[config.mk]
export PLATFORM = sky130hd
export DESIGN_NAME = regfile_mp
export DESIGN_NICKNAME = d
export VERILOG_FILES = /design/src/rtl/regfile_mp.sv
export SDC_FILE = /design/constraint.sdc
export NUM_CORES = 1
export LEC_CHECK = 0
export CORE_MARGIN = 1.5
export CORE_UTILIZATION = 50
export DETAILED_ROUTE_END_ITERATION = 16
export GPL_TIMING_DRIVEN = 1
export PLACE_DENSITY = 0.69
export REMOVE_ABC_BUFFERS = 1
export SLEW_MARGIN = 0
export SYNTH_ARGS = -nofsm -noshare
export SYNTH_HDL_FRONTEND = slang
export SYNTH_SLANG_ARGS = --single-unit
[constraint.sdc]
create_clock -name clk -period 12 [get_ports clk]
set_input_delay 2.4 -clock clk [delete_from_list [all_inputs] [get_ports clk]]
set_output_delay 2.4 -clock clk [all_outputs]
set_load 0.01 [all_outputs]
[src/rtl/regfile_mp.sv]
// Multi-port register file: NRD combinational read ports, ALU (A) and load (B)
// write ports, per-register load scoreboard and a registered debug read port.
module regfile_mp #(
  parameter int XLEN     = 16,
  parameter int NREG     = 16,
  parameter int NRD      = 2,
  parameter int ZERO_REG = 1,
  parameter int BYPASS   = 1,
  localparam int AW      = $clog2(NREG)
) (
  input  logic                clk,
  input  logic                rst,
  input  logic                we_a,
  input  logic [AW-1:0]       wa_a,
  input  logic [XLEN-1:0]     wd_a,
  input  logic                we_b,
  input  logic [AW-1:0]       wa_b,
  input  logic [XLEN-1:0]     wd_b,
  input  logic [NRD*AW-1:0]   ra,
  output logic [NRD*XLEN-1:0] rd,
  output logic [NRD-1:0]      rd_busy,
  input  logic                set_busy,
  input  logic [AW-1:0]       set_addr,
  output logic [NREG-1:0]     busy_vec,
  input  logic [AW-1:0]       dbg_addr,
  output logic [XLEN-1:0]     dbg_data
);

  logic [XLEN-1:0] reg_val [NREG];
  logic [NREG-1:0] busy_q;
  logic [XLEN-1:0] dbg_data_reg;

  // Storage and scoreboard, one slice per register.
  genvar gi;
  generate
    for (gi = 0; gi < NREG; gi++) begin : g_reg
      if (ZERO_REG != 0 && gi == 0) begin : g_zero
        assign reg_val[gi] = '0;
        assign busy_q[gi]  = 1'b0;
      end else begin : g_live
        localparam logic [AW-1:0] IDX = AW'(gi);
        logic            wsel_a;
        logic            wsel_b;
        logic            set_hit;
        logic [XLEN-1:0] val_reg;
        logic [XLEN-1:0] val_next;
        logic            busy_reg;
        logic            busy_next;

        assign wsel_a  = we_a && (wa_a == IDX);
        assign wsel_b  = we_b && (wa_b == IDX);
        assign set_hit = set_busy && (set_addr == IDX);

        // Port B has priority over port A on an address collision; a new
        // load issue outranks the completing load's clear.
        always_comb begin
          val_next  = val_reg;
          busy_next = busy_reg;
          if (wsel_b) begin
            val_next  = wd_b;
            busy_next = 1'b0;
          end else if (wsel_a) begin
            val_next = wd_a;
          end
          if (set_hit) begin
            busy_next = 1'b1;
          end
        end

        always_ff @(posedge clk or posedge rst) begin
          if (rst) begin
            val_reg  <= '0;
            busy_reg <= 1'b0;
          end else begin
            val_reg  <= val_next;
            busy_reg <= busy_next;
          end
        end

        assign reg_val[gi] = val_reg;
        assign busy_q[gi]  = busy_reg;
      end
    end
  endgenerate

  assign busy_vec = busy_q;

  // Read ports: stored value, optionally overridden by same-cycle write data.
  generate
    for (gi = 0; gi < NRD; gi++) begin : g_rd
      logic [AW-1:0]   addr;
      logic [XLEN-1:0] data;
      logic            bsy;

      assign addr = ra[gi*AW +: AW];

      always_comb begin
        data = reg_val[addr];
        bsy  = busy_q[addr];
        if (BYPASS != 0) begin
          if (we_b && (wa_b == addr)) begin
            data = wd_b;
            bsy  = 1'b0;
          end else if (we_a && (wa_a == addr)) begin
            data = wd_a;
          end
        end
        if (ZERO_REG != 0 && addr == '0) begin
          data = '0;
        end
      end

      assign rd[gi*XLEN +: XLEN] = data;
      assign rd_busy[gi]         = bsy;
    end
  endgenerate

  // Debug port sees the pre-edge contents only.
  always_ff @(posedge clk or posedge rst) begin
    if (rst) begin
      dbg_data_reg <= '0;
    end else begin
      dbg_data_reg <= reg_val[dbg_addr];
    end
  end

  assign dbg_data = dbg_data_reg;

endmodule

==> reports/metrics.cfg <==
[worst_setup_path]
slowest_delay_ps = 620
worstPathMaxFanout = 32
required_ps = 9600
endpoint_kind = output port
cpMostUsedCell = buf_4
crit_type = input pin to output port
crit_arrival_ps = 6070
critical-path-top-delay-family = buffers and inverters
crit_path_start_kind = input pin
path_depth = 9
cp_num_buf_inv = 5
crit_chain = buf_2 -> buf_4 -> buf_4 -> xnor2_1 -> nand3_2 -> and2_1 -> buf_4 -> a311oi_1 -> clkdlybuf4s50_1
ff2ff_path_depth = 2
slowest_stage = clkdlybuf4s50_1

[placed_design]
placed_cells = 2298
port_buffers = 125
dp_hpwl_um = 39800
gp_congestion = 0.904

[die]
start_util = 0.508
die-area_um2 = 40600
rows = 72
fp.coreArea_um2 = 38700
num_io_pins = 127
die_y_um = 201
die_width_um = 201

[run]
max-cap-violations = 0

[power_and_ir_drop]
pwr-share-comb = 0.315
p_clk_frac = 0.289
ir_drop_v = 0.000115
p_sw_frac = 0.316
p_leak_nw = 8.50
power_w = 0.00351
power_density_nw_per_um2 = 162
p_sw_w = 0.00111
seq_power_share = 0.396
cell_internal_pwr_w = 0.00240

[global_route]
grt_max_degree = 165
track_usage = 0.334
grt_pass1_vias = 16100
grt_pass1_wl_um = 102000
gr-total-overflow = 0
antenna_found_initial = 0

[clock_network]
clk_pin_slew_worst_paths_ps = 60
clock_path_buffers = 3
clk-insertion-delay-late_ps = 590
cts_num_sinks = 271
cts_resized = 0
postCtsSetupBuffers = 0
numCtsBuffers = 31
tritoncts = done
ctsHoldBuffers = 0
htreeDepth = 1
clockRootBuffer = clkbuf_16

[logic_synthesis]
synthDistinctLibCells = 50
synth_ff_type = dfrtp_1
synthSimpleGateAreaFrac = 0.0915
muxShareOfSynthArea = 0.360
synth_xor_area_frac = 0.00712
yosys.area.top_type_share = 0.344
syn_inst = 1850
synth_seq_cells = 271
synth_top_area_cell = dfrtp_1
synth_compound_area_frac = 0.127
netlist_top_cells_area = dfrtp_1 (34%), mux4_2 (19%), mux2i_1 (12%), mux2_2 (4.7%), a21oi_1 (4.5%)
synth_area_um2 = 19700
post-synth-top-count-cell = dfrtp_1
synth_fa_ha_area_frac = 0
synth_seq_area_share = 0.344
ys_warn_count = 0
synthTopCellsByCount = dfrtp_1 (271), mux2i_1 (242), nor2_1 (213), a21oi_1 (176), mux4_2 (164)
synth_edf_count = 0
synth_area_per_cell_um2 = 10.6
synth_top_family_by_area = multiplexers
ys_async_sr_fraction = 1.00

[hold_path]
hold_path_depth = 1
worstHoldPathType = flip-flop to flip-flop

[drt]
wl_per_cell_um = 28.7
drc_errors = 0
num_vias = 16000
vias_per_cell = 6.81
dr.pass1.iters = 6
ant_nets = 0
wl_um = 67700
first_iter_violations = 2463

[sta]
max_freq_ghz = 0.118
fin_setup_tns_ps = 0
period_share = 0.706
setup_viol = 0
slew_viol_final = 0
finalHoldViolations = 0
tightest_slew_ps = 1260
skew_ps = 7.23
slew_headroom = 0.158
min_period_ps = 8470
whs_ps = 550
rsz0062_at_grt = false

[layout]
largest_reg_flops = 240
nNetsFinal = 1874
syn2layout_area_growth_pct = 10.2
stdcell_count = 2354
final.fill_count = 3302
layout-drive-gt1-share = 0.222

[status]
status = complete, no violations

path summary, 6_finish.rpt:
kind	start	slack, ps	to
min	g_reg[14].g_live.busy_reg	550	g_reg[14].g_live.busy_reg
max reg2reg	g_reg[4].g_live.val_reg[15]	10350	dbg_data[15]
min in group asynchronous	rst	2330	g_reg[14].g_live.val_reg[12]
min reg2reg	g_reg[14].g_live.busy_reg	550	g_reg[14].g_live.busy_reg
max	ra[1]	3530	rd[14]
max in group asynchronous	rst	8210	dbg_data[10]
cell usage in the layout, fill, tap and decap left out, types with 6 or more instances in the layout:
cell / count
nor2_2: 6
mux2_2: 82
nor2_1: 213
mux2i_1: 242
inv_1: 8
a311oi_2: 20
nand3_1: 6
a311oi_1: 12
clkdlybuf4s50_1: 114
clkbuf_16: 31
buf_4: 51
clkinv_2: 8
buf_2: 7
a22o_1: 17
o21ai_1: 48
clkbuf_8: 9
mux4_2: 164
dfrtp_1: 271
xor2_1: 12
nor3_1: 32
o21ai_0: 85
a221oi_1: 32
a21oi_1: 176
nand2_1: 115
routing by layer:
layer / vias up / GRT usage / routed length [um]
li1: 6779 / - / -
met5: - / 0 / 0
met4: 0 / 0.157 / 3470
met3: 213 / 0.0884 / 8890
met2: 1181 / 0.484 / 29100
met1: 7858 / 0.469 / 26200
worst reg2reg max path: cells and delay by family (launching register included):
| family | cells | cell delay [ps] |
|---|---|---|
| flip-flops | 1 | 420 |
| multiplexers | 2 | 1110 |
stage by stage:
stage                util  setup slack (ps)  area (um2)
finish              0.560              3530       21700
global route        0.560              3530       21700
CTS                 0.560              3640       21700
detailed placement  0.532              3660       20600
global placement    0.532              3700       20600
floorplan               -              2130       18300
power by group through the flow:
| stage | clock network (W) | registers (W) | logic, W |
|---|---|---|---|
| CTS | 0.00102 | 0.00138 | 0.00110 |
| floorplan | 0 | 0.00133 | 0.000720 |
| finish | 0.00101 | 0.00139 | 0.00111 |
| global placement | 0 | 0.00137 | 0.00108 |
| detailed placement | 0 | 0.00139 | 0.00109 |
| global route | 0.00106 | 0.00142 | 0.00119 |
layout make-up:
| cell class | instances | area (um2) | share of cell area |
|---|---|---|---|
| Timing Repair Buffer | 173 | 1580 | 0.0728 |
| Antenna cell | 1 | 2.50 | 0.000115 |
| Multi-Input combinational cell | 1327 | 11600 | 0.533 |
| Clock buffer | 42 | 907 | 0.0418 |
| Clock inverter | 13 | 168 | 0.00773 |
| Tap cell | 518 | 648 | 0.0299 |
| Inverter | 9 | 41.3 | 0.00190 |
| Sequential cell | 271 | 6780 | 0.313 |
cells by family (layout without fill, tap and decap cells):
kind of cell    count (synthesis)  in the layout
compound gates                405            405
mux                           490            490
other cells                     1              2
buf+inv                       252            237
xor+xnor                       16             16
flops                         271            271
simple gates                  415            415
No activity file was read; power rests on OpenSTA's default activity.
==> RTL edit: new RTL, same settings <==
Make the reset (`rst`) synchronous in 2 clocked blocks.
--- a/src/rtl/regfile_mp.sv
+++ b/src/rtl/regfile_mp.sv
@@ -68,5 +68,5 @@
         end
 
-        always_ff @(posedge clk or posedge rst) begin
+        always_ff @(posedge clk) begin
           if (rst) begin
             val_reg  <= '0;
@@ -117,5 +117,5 @@
 
   // Debug port sees the pre-edge contents only.
-  always_ff @(posedge clk or posedge rst) begin
+  always_ff @(posedge clk) begin
     if (rst) begin
       dbg_data_reg <= '0;
Check against the original RTL: not equivalent (a bounded check fails within 4 cycles, from zero or initial values and one cycle with rst high; the reset may be asserted at any time).
==> RTL edit against the original RTL <==
The run now ends with capacitance limit, slew limit left. Critical path depth is 1 lower. Die area down 2.9%. Final area decreased by 3.4%. Wire length grew 4.9%. Synthesized cell count rose by 3.2%. Setup slack got worse by 740 ps. First-iteration DRC count decreased by 3.5%. Sequential cell count unchanged. Synthesized area fell by 2.9%. Register-to-register slack is essentially flat. Critical path type unchanged.
Power is not compared: it rests on default switching activity, and its combinational part moved more than twofold at a synthesized area within 25%.
==> RTL edit: results <==
# TYPE chip_impl_metric gauge
chip_impl_metric{name="max_cap_violations",unit=""} 1
chip_impl_metric{name="post_synth_num_cell_types",unit=""} 52
chip_impl_info{name="violated_checks",value="capacitance limit, slew limit"} 1
chip_impl_info{name="highest_layer",value="met5"} 1
chip_impl_metric{name="cp.arrival",unit="ps"} 6810
chip_impl_metric{name="hold-path-cell-count",unit=""} 2
chip_impl_info{name="synth.cells.most_frequent",value="282 x nor2_1, 271 x dfxtp_1, 266 x mux2i_1"} 1
chip_impl_metric{name="grt_pass1_wl",unit="µm"} 105000
chip_impl_metric{name="r2r_depth",unit=""} 3
chip_impl_metric{name="final_layout_size_suffix_gt1_share",unit="%"} 18.6
chip_impl_metric{name="cts_buf_count",unit=""} 34
chip_impl_info{name="crit-reg2reg-launch",value="g_reg[15].g_live.val_reg[5]"} 1
chip_impl_metric{name="fin_skew",unit="ps"} 10.6
chip_impl_metric{name="tightestPinTransition",unit="ps"} 1510
chip_impl_info{name="min-delay-start",value="g_reg[11].g_live.val_reg[7]"} 1
chip_impl_metric{name="grt.total_usage",unit="%"} 36.0
chip_impl_metric{name="detailedRoute.firstIterationViolations",unit=""} 2378
chip_impl_metric{name="avgRoutedWirePerCell",unit="µm"} 29.9
chip_impl_metric{name="ctsHtreeMaxLevel",unit=""} 2
chip_impl_metric{name="antenna_violations_before_repair",unit=""} 2
chip_impl_metric{name="num-fill-cells",unit=""} 3265
chip_impl_info{name="synth_flop_cell",value="dfxtp_1"} 1
chip_impl_info{name="outcome",value="finished, violations left"} 1
chip_impl_metric{name="wl_met3",unit="µm"} 8870
chip_impl_metric{name="finalNetCount",unit=""} 1897
chip_impl_metric{name="final_max_slew_viol_count",unit=""} 16
chip_impl_metric{name="worstPathMaxFanout",unit=""} 17
chip_impl_metric{name="synth-seq-area-share",unit="%"} 28.4
chip_impl_metric{name="place_hpwl",unit="µm"} 40600
## RTL edit: changes by cell type in the layout (fill, tap and decap cells not counted), sizes merged, moves of 20 or more
cell and delta:
a211oi +244, a21oi -176, dfrtp -271, dfxtp +271, mux2 -21, mux2i +24, nand2 -56, nor2 +69
nor2b +20, o21ai -81
## RTL edit: stage by stage
step | instances | hold WS, ps | power (mW) | instance area [µm²] | util, %
detailed placement | 2311 | 558 | 1.35 | 19800 | 52.5
floorplan | 1639 | 534 | 1.14 | 17600 | -
global placement | 2311 | 552 | 1.35 | 19800 | 52.5
CTS | 2373 | 578 | 2.43 | 21000 | 55.6
finish | 2374 | 584 | 2.43 | 21000 | 55.7
global route | 2374 | 602 | 2.49 | 21000 | 55.7
## RTL edit: worst max-delay path by stage
stage,start,to,slack (ps),depth (start not counted)
4_1_cts,wa_b[1],rd[17],2930,7
5_1_grt,wa_b[1],rd[17],2910,7
6_report,ra[2],rd[14],2790,8
2_1_floorplan,wa_b[2],rd[29],5630,5
3_5_place_dp,wa_b[1],rd[17],2930,7
3_3_place_gp,wa_b[1],rd[16],3010,7
## RTL edit: where the power goes
part	switching [mW]	total [mW]	internal, mW
Sequential	0.0286	0.957	0.929
Clock	0.423	1.09	0.664
Combinational	0.227	0.389	0.162
## RTL edit: worst min-delay path, delay by kind of cell, from the launching register on
kind	cells	cell delay, ps
flip-flops	1	330
multiplexers	1	120
AO/OA/AOI/OAI	1	80
## RTL edit: cell families after synthesis
family,after synthesis,synth area share (%)
AO/OA/AOI/OAI,405,16.2
XOR/XNOR,16,0.733
buffers and inverters,273,7.79
flip-flops,271,28.4
multiplexers,485,36.1
other,1,0.0196
AND/OR/NAND/NOR,458,10.7
## RTL edit: per-layer routing
| metal | up-vias | track usage, % |
|---|---|---|
| li1 | 7134 | - |
| met1 | 8364 | 47.6 |
| met2 | 1330 | 54.5 |
| met3 | 259 | 8.82 |
| met4 | 4 | 18.8 |
| met5 | - | 0 |
## RTL edit: area by class of cell
class / count / area share [%]
antenna: 1 / 0.0119
clock buffer: 52 / 4.97
multi-input combinational: 1365 / 58.3
tap: 511 / 3.05
timing repair buffer: 161 / 7.13
sequential: 271 / 25.9
clock inverter: 10 / 0.609
inverter: 3 / 0.0537
